<file path="config.mk">
export PLATFORM = sky130hd
export DESIGN_NAME = register_file_flat
export DESIGN_NICKNAME = d
export VERILOG_FILES = /design/src/rtl/register_file_if.sv /design/src/rtl/register_file.sv /design/src/flat_wrapper.sv
export SDC_FILE = /design/constraint.sdc
export NUM_CORES = 2
export LEC_CHECK = 0
export ABC_AREA = 1
export CORE_MARGIN = 2
export CORE_UTILIZATION = 40
export CTS_BUF_LIST = sky130_fd_sc_hd__clkbuf_16
export DETAILED_ROUTE_END_ITERATION = 10
export DONT_BUFFER_PORTS = 1
export HOLD_SLACK_MARGIN = 0.03
export PLACE_DENSITY = 0.61
export SETUP_SLACK_MARGIN = 0.3
export SLEW_MARGIN = 10
export SYNTH_ARGS = -nofsm -noshare
export SYNTH_HDL_FRONTEND = slang
export SYNTH_SLANG_ARGS = --single-unit
export TNS_END_PERCENT = 20
</file>
<file path="constraint.sdc">
create_clock -name clk -period 59.9 [get_ports clk]
set_input_delay 8.985 -clock clk [delete_from_list [all_inputs] [get_ports clk]]
set_output_delay 8.985 -clock clk [all_outputs]
set_load 0.01 [all_outputs]
</file>
<file path="src/rtl/register_file_if.sv">
// Bus bundle for register_file: two read ports and one write port.
// The master drives addresses and write data; the slave returns A/B.
interface register_file_if #(
  parameter int DATA_W = 32
);
  logic [4:0]        rs;
  logic [4:0]        rt;
  logic [4:0]        rd;
  logic [DATA_W-1:0] writedata;
  logic              regwrite;
  logic [DATA_W-1:0] A;
  logic [DATA_W-1:0] B;

  modport master (
    output rs, rt, rd, writedata, regwrite,
    input  A, B
  );

  modport slave (
    input  rs, rt, rd, writedata, regwrite,
    output A, B
  );
endinterface

</file>
<file path="src/rtl/register_file.sv">
// Two-read/one-write register file with a hardwired-zero register 0.
// Define REGISTER_FILE_BYPASS_EN to forward same-cycle write data to the read ports.
module register_file #(
  parameter int DATA_W   = 32,
  parameter int NUM_REGS = 32
) (
  input logic            clk,
  input logic            rst,
  register_file_if.slave bus
);

  localparam logic [5:0] NUM_REGS_L = 6'(NUM_REGS);

  logic [DATA_W-1:0] regs [NUM_REGS];
  logic              write_ok;
  logic [DATA_W-1:0] a_val;
  logic [DATA_W-1:0] b_val;

  // Register 0 and out-of-range addresses never accept a write.
  assign write_ok = bus.regwrite && (bus.rd != 5'd0) && ({1'b0, bus.rd} < NUM_REGS_L);

  always_ff @(posedge clk or posedge rst) begin
    if (rst) begin
      for (int i = 0; i < NUM_REGS; i++) begin
        regs[i] <= '0;
      end
    end else if (write_ok) begin
      regs[bus.rd] <= bus.writedata;
    end
  end

  // Forwarding models the write-first-half, read-second-half timing of the datapath.
  always_comb begin
    a_val = '0;
    b_val = '0;
    if (!rst) begin
      if ((bus.rs != 5'd0) && ({1'b0, bus.rs} < NUM_REGS_L)) a_val = regs[bus.rs];
      if ((bus.rt != 5'd0) && ({1'b0, bus.rt} < NUM_REGS_L)) b_val = regs[bus.rt];
`ifdef REGISTER_FILE_BYPASS_EN
      if (write_ok && (bus.rs == bus.rd)) a_val = bus.writedata;
      if (write_ok && (bus.rt == bus.rd)) b_val = bus.writedata;
`endif
    end
  end

  assign bus.A = a_val;
  assign bus.B = b_val;

endmodule

</file>
<file path="src/flat_wrapper.sv">
// flat-port wrapper written by rule: the top's interface ports become plain ports
module register_file_flat 
#(
  parameter int DATA_W   = 32,
  parameter int NUM_REGS = 32
)
  (clk, rst, bus_rs, bus_rt, bus_rd, bus_writedata, bus_regwrite, bus_A, bus_B);
  register_file_if #(.DATA_W(DATA_W)) bus_i ();
  input logic clk;
  input logic rst;
  input wire logic [$bits(bus_i.rs)-1:0] bus_rs;
  input wire logic [$bits(bus_i.rt)-1:0] bus_rt;
  input wire logic [$bits(bus_i.rd)-1:0] bus_rd;
  input wire logic [$bits(bus_i.writedata)-1:0] bus_writedata;
  input wire logic [$bits(bus_i.regwrite)-1:0] bus_regwrite;
  output wire logic [$bits(bus_i.A)-1:0] bus_A;
  output wire logic [$bits(bus_i.B)-1:0] bus_B;
  assign bus_i.rs = bus_rs;
  assign bus_i.rt = bus_rt;
  assign bus_i.rd = bus_rd;
  assign bus_i.writedata = bus_writedata;
  assign bus_i.regwrite = bus_regwrite;
  assign bus_A = bus_i.A;
  assign bus_B = bus_i.B;
  register_file #(.DATA_W(DATA_W), .NUM_REGS(NUM_REGS)) u_core (.clk(clk), .rst(rst), .bus(bus_i));
endmodule
</file>
==> impl_results.md <==
* Psw at 0.6395 mW
* Total grt overflow at 0
* Clock share of power at 0.368
* Share of cells above drive strength 1 at 0.03509
* Pwr/cell area at 32.43 nW/µm²
* Sw Share at 0.3122
* Seq/Total Area, Yosys at 0.4346
* Lkg Pwr at 31.93 nW
* Filler Cells Inserted at 15100
* Largest registers: u_core.regs (1024)
* Post-CTS setup buffers at 0
* Max-Cap Viols at 0
* DRT Pass-1 Iters at 6
* Depth of the CTS H-tree at 3
* Overall routed net length at 223700 µm
* Gate Count Post-Synth at 8816
* Status: finished, violations left
* Ant diodes at 0
* Initial antenna violation count at 2
* Post-route ant nets at 0
* Core Area at 146100 µm²
* Die H at 388.0 µm
* Worst hold path class: reg2reg
* Post_cts resized at 0
* Slew Limit Headroom at -0.3548
* Failing checks: slew limit
* Tcrit/Tclk final at 0.3654
* DIE WIDTH at 388.0 µm
* Number of remaining DRC errors at 0
* Syn-to-layout area delta at 7.108%
* Worst skew pair latency at 750 ps
* Worst Skew at 0 ps
* Iteration-0 DRC Markers at 7712
* Worst EP arrival at 12900 ps
* Seq cells post-synth at 1024
* Final nets at 8307
* Number of global-route vias before repair at 55010
* Comb pwr share at 0.200
* Avg Cell Area, Syn at 6.689 µm²
* # port buffers at 0
* Initial Util at 0.4036
* Fmax at 45.69 MHz
* Yosys warns at 0
* Type of the worst setup path: in2out
* Final setup viols at 0
* Int Pwr at 1.409 mW
* GPL Wtd Cong at 0.8131
* Final min period at 21890 ps
* Clk pin slew, worst setup/hold paths at 60 ps
* Number of core rows at 140
* VDD IR max at 0.02246 mV
* Setup slack on the worst flop-to-flop path at 59090 ps
* Routed vias/inst at 5.689
* Die area at 150500 µm²
* Total power at 2.048 mW
* Worst-path fanout max at 590
* Flop pwr share at 0.432
* First-pass GRT wire length at 342300 µm
* Synth Net Count at 8866
* Largest net degree at the start of global routing at 591
* Req. time, crit path at 50920 ps
* Routed len/inst at 21.79 µm
* RSZ-0062 raised after global routing: false
* Cell area after synthesis at 58970 µm²
* Slew Viols, Final at 195
* CTS tree: built
* Hold_buf cts at 0
* Top reg by flops: u_core.regs
* Final Hold Fails at 0
* Detailed-route via count at 58410
* Clk root buf: clkbuf_16
* HPWL after DPL at 104900 µm
* Max Root-Sink Buffers at 3
* Multi-input gate area at 26970 µm²
* Clock Sinks at 1024
* Actual slew at the worst max-slew pin at 2032 ps
* Reg area at 25620 µm²
* CP endpoint kind: output port
* Setup crit start kind: primary input
* CTS Buf Count at 113
* GRT Overall Usage at 0.2919
* Max FFs per register at 1024
* I/O pin count at 114
* TNS Setup at 0 ps
* Synth cell types at 19
[routing by layer]
layer,vias to the layer above,track usage,part of all wire,wire length (µm)
met5,-,0,0.000045,10
met4,2,0.09961,0.032,7239
met3,463,0.05680,0.11,23970
met2,3091,0.4532,0.44,97630
met1,28030,0.4065,0.42,94880
li1,26830,-,-,-
[power groups by stage]
stage | Combinational, mW | Sequential [mW] | Clock [mW]
final | 0.410 | 0.885 | 0.753
after CTS | 0.407 | 0.883 | 0.760
after detailed placement | 0.406 | 0.893 | 0
after global routing | 0.479 | 0.899 | 0.789
after floorplan | 0.340 | 0.883 | 0
after global placement | 0.394 | 0.891 | 0
[cell usage in the layout (no fill, tap or decap), types with 5 or more instances in the layout]
cell	n
clkbuf_16	115
nand2_4	22
nand2_1	3014
dfrtp_1	1024
inv_8	5
inv_1	1008
o21ai_1	8
buf_4	50
o21ai_0	986
o211ai_1	128
inv_6	5
or2_2	26
nor2_1	128
nand3_1	1729
clkinv_1	24
bufinv_16	23
nor3_1	7
clkinvlp_4	8
clkinv_2	19
[final cells by class]
class,instances,share of cell area
clock buffer,115,0.04556
clock inverter,94,0.01620
inverter,1001,0.06028
multi-input combinational,6063,0.4270
sequential,1024,0.4057
tap,1917,0.03798
timing repair buffer,54,0.007211
[cell families after synthesis]
kind of cell           share of synthesized area
DFF                                       0.4346
AOI/OAI and AO/OA                         0.1007
buffers and inverters                     0.1111
and+or+nand+nor                           0.3537
[worst max-delay path, cell delays in order]
cell     delay, ps
inv_8          810
buf_4          810
buf_4          890
nand2_1        150
nand3_1        130
nand3_1         90
nand3_1        120
nand2_1         90
nor2_1          90
nor2_1         110
[synthesized netlist by cell type, drive strengths merged]
cell type,number,area [µm²]
nor4,1,21.27
inv,1001,3757
dfrtp,1024,25620
nand2,3040,11430
buf,96,421.7
nor3,11,70.07
nand4,2,12.51
nor2,132,505.5
clkbuf,632,2372
nand3,1729,8653
o21ai,994,4975
or2,26,162.7
o211ai,128,960.9
[path summary, 6_finish.rpt]
kind                                          startpoint                            end  cells past startpoint
max                                            bus_rs[0]                      bus_A[11]                     10
min                        u_core.regs[1010]$_DFFE_PP0P_  u_core.regs[1010]$_DFFE_PP0P_                      0
max reg2reg                 u_core.regs[345]$_DFFE_PP0P_   u_core.regs[345]$_DFFE_PP0P_                      2
min reg2reg                u_core.regs[1010]$_DFFE_PP0P_  u_core.regs[1010]$_DFFE_PP0P_                      0
max in group asynchronous                            rst   u_core.regs[692]$_DFFE_PP0P_                      4
min in group asynchronous                            rst   u_core.regs[990]$_DFFE_PP0P_                      1
[stage by stage]
stage          hold WS, ps  std cells  area (µm²)  setup slack [ps]  utilization
6_report             400.8      10270       63160             38010       0.4323
5_1_grt              409.7      10270       63160             38100       0.4323
4_1_cts              404.0      10270       63160             38180       0.4323
3_5_place_dp         390.6      10060       59260             38180       0.4056
3_3_place_gp         386.5      10060       59260             38180       0.4056
2_1_floorplan        451.2       8816       58970             17990            -
Note: power is estimated with default switching activity, not from simulation.
